==> src/rtl/pll_phase_ctrl_pkg.sv <==
// Shared types and pin constants for the ECP5 EHXPLLL dynamic phase sequencer.
package pll_phase_pkg;

    typedef enum logic [2:0] {
        IDLE,
        SETUP,
        PULSE,
        GAP,
        LOCKWAIT,
        DONE
    } state_t;

    localparam logic [1:0] PHASESEL_CLKOP  = 2'd0;
    localparam logic [1:0] PHASESEL_CLKOS  = 2'd1;
    localparam logic [1:0] PHASESEL_CLKOS2 = 2'd2;
    localparam logic [1:0] PHASESEL_CLKOS3 = 2'd3;

    localparam logic PHASESTEP_IDLE    = 1'b1;
    localparam logic PHASEDIR_IDLE     = 1'b1;
    localparam logic PHASELOADREG_IDLE = 1'b1;

    function automatic logic [1:0] sel_enc(input logic [1:0] sel);
        logic [1:0] enc;
        case (sel)
            2'd0:    enc = PHASESEL_CLKOP;
            2'd1:    enc = PHASESEL_CLKOS;
            2'd2:    enc = PHASESEL_CLKOS2;
            default: enc = PHASESEL_CLKOS3;
        endcase
        return enc;
    endfunction

endpackage

==> src/rtl/pll_phase_ctrl_sync2.sv <==
// Generic two-flop synchronizer with synchronous active-high reset.
module sync2 #(
    parameter int WIDTH = 1
) (
    input  logic             clk,
    input  logic             reset,
    input  logic [WIDTH-1:0] d_i,
    output logic [WIDTH-1:0] q_o
);

    logic [WIDTH-1:0] s1_q;
    logic [WIDTH-1:0] s2_q;

    always_ff @(posedge clk) begin
        if (reset) begin
            s1_q <= '0;
            s2_q <= '0;
        end else begin
            s1_q <= d_i;
            s2_q <= s1_q;
        end
    end

    assign q_o = s2_q;

endmodule

==> src/rtl/pll_phase_ctrl.sv <==
// Sequences PHASESEL/PHASEDIR/PHASESTEP for one phase-adjust request at a time,
// then waits for the PLL to re-lock and reports completion or timeout.
module pll_phase_ctrl
    import pll_phase_pkg::*;
#(
    parameter int STEP_W    = 8,
    parameter int SETUP_CYC = 4,
    parameter int PULSE_CYC = 4,
    parameter int GAP_CYC   = 8,
    parameter int LOCK_TMO  = 65535,
    parameter int CNT_W     = 16
) (
    input  logic              clk,
    input  logic              reset,
    input  logic              req_valid,
    output logic              req_ready,
    input  logic [1:0]        req_sel,
    input  logic              req_dir,
    input  logic [STEP_W-1:0] req_steps,
    output logic              rsp_valid,
    output logic              rsp_err,
    output logic              busy,
    input  logic              locked,
    output logic              lock_lost,
    output logic [1:0]        phasesel,
    output logic              phasedir,
    output logic              phasestep,
    output logic              phaseloadreg
);

    localparam logic [CNT_W-1:0] SETUP_LAST = CNT_W'(SETUP_CYC - 1);
    localparam logic [CNT_W-1:0] PULSE_LAST = CNT_W'(PULSE_CYC - 1);
    localparam logic [CNT_W-1:0] GAP_LAST   = CNT_W'(GAP_CYC - 1);
    localparam logic [CNT_W-1:0] TMO_LAST   = CNT_W'(LOCK_TMO - 1);

    state_t            state_q, state_d;
    logic [CNT_W-1:0]  cnt_q, cnt_d;
    logic [STEP_W-1:0] rem_q, rem_d;
    logic [1:0]        sel_q, sel_d;
    logic              dir_q, dir_d;
    logic              step_q, step_d;
    logic              err_q, err_d;
    logic              lost_q, lost_d;
    logic              lock_prev_q;
    logic              lock_s;
    logic              accept;

    sync2 #(.WIDTH(1)) u_lock_sync (
        .clk   (clk),
        .reset (reset),
        .d_i   (locked),
        .q_o   (lock_s)
    );

    assign accept       = req_valid & req_ready;
    assign req_ready    = (state_q == IDLE);
    assign busy         = (state_q != IDLE);
    assign rsp_valid    = (state_q == DONE);
    assign rsp_err      = (state_q == DONE) & err_q;
    assign lock_lost    = lost_q;
    assign phasesel     = sel_q;
    assign phasedir     = dir_q;
    assign phasestep    = step_q;
    assign phaseloadreg = PHASELOADREG_IDLE;

    always_comb begin
        state_d = state_q;
        cnt_d   = cnt_q;
        rem_d   = rem_q;
        sel_d   = sel_q;
        dir_d   = dir_q;
        err_d   = err_q;
        lost_d  = lost_q;

        // Lock dropping mid-request is expected; only flag it while parked.
        if (accept)
            lost_d = 1'b0;
        else if (state_q == IDLE && lock_prev_q && !lock_s)
            lost_d = 1'b1;

        case (state_q)
            IDLE: begin
                if (accept) begin
                    err_d = 1'b0;
                    cnt_d = '0;
                    if (req_steps == '0) begin
                        state_d = DONE;
                    end else begin
                        sel_d   = sel_enc(req_sel);
                        dir_d   = req_dir;
                        rem_d   = req_steps;
                        state_d = SETUP;
                    end
                end
            end
            SETUP: begin
                if (cnt_q == SETUP_LAST) begin
                    cnt_d   = '0;
                    state_d = PULSE;
                end else begin
                    cnt_d = cnt_q + 1'b1;
                end
            end
            PULSE: begin
                if (cnt_q == PULSE_LAST) begin
                    cnt_d   = '0;
                    rem_d   = rem_q - STEP_W'(1);
                    state_d = (rem_q == STEP_W'(1)) ? LOCKWAIT : GAP;
                end else begin
                    cnt_d = cnt_q + 1'b1;
                end
            end
            GAP: begin
                if (cnt_q == GAP_LAST) begin
                    cnt_d   = '0;
                    state_d = PULSE;
                end else begin
                    cnt_d = cnt_q + 1'b1;
                end
            end
            LOCKWAIT: begin
                if (lock_s) begin
                    cnt_d   = '0;
                    err_d   = 1'b0;
                    state_d = DONE;
                end else if (cnt_q == TMO_LAST) begin
                    cnt_d   = '0;
                    err_d   = 1'b1;
                    state_d = DONE;
                end else begin
                    cnt_d = cnt_q + 1'b1;
                end
            end
            DONE:    state_d = IDLE;
            default: state_d = IDLE;
        endcase

        // Registered from next state so the pin is low exactly while in PULSE.
        step_d = (state_d != PULSE);
    end

    always_ff @(posedge clk) begin
        if (reset) begin
            state_q     <= IDLE;
            cnt_q       <= '0;
            rem_q       <= '0;
            sel_q       <= PHASESEL_CLKOP;
            dir_q       <= PHASEDIR_IDLE;
            step_q      <= PHASESTEP_IDLE;
            err_q       <= 1'b0;
            lost_q      <= 1'b0;
            lock_prev_q <= 1'b0;
        end else begin
            state_q     <= state_d;
            cnt_q       <= cnt_d;
            rem_q       <= rem_d;
            sel_q       <= sel_d;
            dir_q       <= dir_d;
            step_q      <= step_d;
            err_q       <= err_d;
            lost_q      <= lost_d;
            lock_prev_q <= lock_s;
        end
    end

endmodule

==> config.mk <==
export PLATFORM = sky130hd
export DESIGN_NAME = pll_phase_ctrl
export DESIGN_NICKNAME = d
export VERILOG_FILES = /design/src/rtl/pll_phase_ctrl_pkg.sv /design/src/rtl/pll_phase_ctrl_sync2.sv /design/src/rtl/pll_phase_ctrl.sv
export SDC_FILE = /design/constraint.sdc
export NUM_CORES = 1
export LEC_CHECK = 0
export CAP_MARGIN = 30
export CORE_MARGIN = 10
export CORE_UTILIZATION = 30
export DETAILED_ROUTE_END_ITERATION = 16
export MAX_ROUTING_LAYER = met4
export PLACE_DENSITY = 0.56
export SLEW_MARGIN = 20
export SYNTH_ARGS = -nofsm -noshare
export SYNTH_HDL_FRONTEND = slang
export SYNTH_SLANG_ARGS = --single-unit
==> constraint.sdc <==
create_clock -name clk -period 5.13 [get_ports clk]
set_clock_uncertainty 0.1 [all_clocks]
set_input_delay 1.026 -clock clk [delete_from_list [all_inputs] [get_ports clk]]
set_output_delay 1.026 -clock clk [all_outputs]
set_load 0.02 [all_outputs]
==> qor.csv <==
stage,metric,value,unit
cts,setup bufs post-CTS,0,
timing,Slew Limit Fails,0,
cts,"Clk pin slew, worst setup/hold paths",80,ps
global_routing,grt total ovfl,0,
synth,Yosys top cell area share,0.3435,
setup_path,FF-to-FF setup slack,2360,ps
synth,Synth area leaders,"dfxtp_1 (34%), nor2_1 (5.7%), ha_1 (3.0%)",
synth,most numerous cell in the Yosys netlist,dfxtp_1,
cts,Clock Tree Buf Depth,2,
synth,"EDFF count, synth",0,
placement,Area after DPL,2345,µm²
timing,fin crit share,0.6304,
layout,layout cells sized above 1,0.08015,
placement,port buffer count,23,
synth,Post-Synth Simple-Gate Area,0.3166,
cts,total CTS buffers,5,
detailed_routing,initial detailed-routing violation count,80,
global_routing,largest net degree at the start of global routing,20,
floorplan,die area,10740,µm²
placement,hpwl dp,3890,µm
timing,WHS,328.6,ps
cts,hold-fix buffers at CTS,0,
timing,Slew HR,0.3794,
synth,"FFs w/ async S/R, synth",0,
synth,Synth Area in Compound Gates,0.1688,
setup_path,CP endpoint kind,flip-flop,
layout,"Core Util, Final",0.3565,
setup_path,CP required,5160,ps
placement,Final Wtd Congestion,0.8777,
floorplan,Die H,103.6,µm
timing,Fin. Hold Viols,0,
placement,"worst slack, placed",1536,ps
synth,Synth top cells by count,"dfxtp_1 (36), nor2_1 (32), nand2_1 (16), nand3_1 (10), nor4_1 (10)",
synth,Mapped Avg Cell Area,8.495,µm²
global_routing,vias in the first global route,1749,
layout,final instance area,2422,µm²
layout,Synth-to-Final Area Change,15.44,%
pwr,Leakage Power,0.8194,nW
detailed_routing,DRC Markers,0,
timing,Setup TNS,0,ps
synth,main combinational cell family by area after synthesis,simple AND/OR/NAND/NOR gates,
cts,root buffer cell,clkbuf_8,
detailed_routing,Routed Antenna Nets,0,
setup_path,CP startpoint,req_valid,
hold_path,min-delay src,u_lock_sync.s1_q,
timing,minimum clock period after layout,3234,ps
timing,Final setup viols,0,
synth,Synth Area in XOR/XNOR,0.05009,
setup_path,CP startpoint kind,input port,
detailed_routing,final wirelength,5226,µm
hold_path,Hold WC Path Type,reg -> reg,
pwr,Peak supply drop,0.07927,mV
layout,Diodes inserted,0,
synth,"Seq/Total Area, Yosys",0.3435,
synth,warnings from Yosys,0,
pwr,Pwr Total,0.5806,mW
synth,Synth Register Bits,36,
cts,"Clk Latency, worst-skew pair",280,ps
detailed_routing,vias per std cell,5.070,
placement,placed instance count,351,
synth,syn_nets,267,
floorplan,Starting Density,0.3088,
floorplan,I/O Pins,25,
cts,H-tree levels,2,
floorplan,standard-cell rows,30,
floorplan,Die Wd,103.6,µm
timing,Peak Freq,0.3092,GHz
synth,multiplexer area fraction after synthesis,0.02385,
pwr,Cell Pwr Density,239.7,nW/µm²
synth,adder-cell share of the synthesized area,0.02982,
timing,Worst Slack Setup Final,1896,ps
timing,Slew @ Worst Pin,927.7,ps
cts,cells resized by post-CTS repair,0,
outcome,outcome,"complete, no violations",
setup_path,worst r2r src,cnt_q[14],
cts,CTS Sinks,36,
global_routing,global-route wire length before repair,8694,µm
layout,fin nets,282,
setup_path,critical path class,in -> reg,
timing,RSZ-0062 raised after global routing,false,
layout,Non-Filler Instances,358,
synth,Post-synth top flop,dfxtp_1,
cts,CTS tree,done,
setup_path,"Arr. time, crit path",3260,ps
setup_path,Worst Path Max Fanout,16,
global_routing,GRT Total Usage,0.09792,
synth,Synth Cell Area,2098,µm²
global_routing,initial antenna violation count,0,
flow_run,MaxCap Viol Count,0,
detailed_routing,first drt pass iteration count,5,
synth,Cell variety after synth,56,
synth,Gate Count Post-Synth,247,
floorplan,Core Area,6794,µm²
detailed_routing,via count,1815,
detailed_routing,drt wl/cell,14.60,µm
synth,"area leader, netlist",dfxtp_1,
[placed cells by master, fill, tap and decap left out, drive strengths merged, types with 5 or more instances in the layout]
cell type	instances
dfxtp	36
nor2	36
clkdlybuf4s50	23
nand2	16
nor4	11
nand3	10
inv	9
a21oi	9
nor3	8
xor2	7
nand4	6
clkbuf	6
o21ai	5
xnor2	5
mux2i	5
ha	5
or4	5
[state kept, by name, indices dropped and copies added (netlist names)]
name and flops:
rem_q 8, phasestep 1, u_lock_sync.q_o 1, err_q 1, state_q 3, lock_prev_q 1
lock_lost 1, u_lock_sync.s1_q 1, phasedir 1, cnt_q 16, phasesel 2
[cells by family after synthesis]
family,after synthesis
AND/OR/NAND/NOR,118
AO/OA/AOI/OAI,46
flip-flops,36
buffers and inverters,24
XOR/XNOR,12
adder cells (fa/ha/maj),5
multiplexers,5
other,1
[worst max-delay path: stages]
cell and delay, ps:
clkdlybuf4s50_1 550, nor4_1 120, nor2_1 380, inv_1 130, o41ai_4 900, nor4_1 150
[worst paths after layout]
kind                                         to  cells after the start
worst min register to register  u_lock_sync.q_o                      1
worst max-delay path                   cnt_q[6]                      6
worst max register to register         cnt_q[6]                      5
worst min-delay path            u_lock_sync.q_o                      1
[power by group]
group	total, mW	internal, mW	switching, mW
Combinational	0.0871	0.0395	0.0475
Sequential	0.302	0.290	0.0118
Clock	0.192	0.0924	0.0995
[cell type report]
type	instances	area [µm²]
Fill cell	712	4372
Clock inverter	1	5.005
Clock buffer	6	72.57
Multi-Input combinational cell	187	1240
Inverter	9	33.78
Tap cell	96	120.1
Timing Repair Buffer	23	230.2
Sequential cell	36	720.7
[metal layers]
| layer | routed length, µm | track usage | share of wire |
|---|---|---|---|
| met5 | 0 | - | 0 |
| met4 | 63 | 0.03024 | 0.012 |
| met3 | 183 | 0.02416 | 0.035 |
| met2 | 2377 | 0.1505 | 0.45 |
| met1 | 2602 | 0.1231 | 0.50 |
Note: power is estimated with default switching activity, not from simulation.
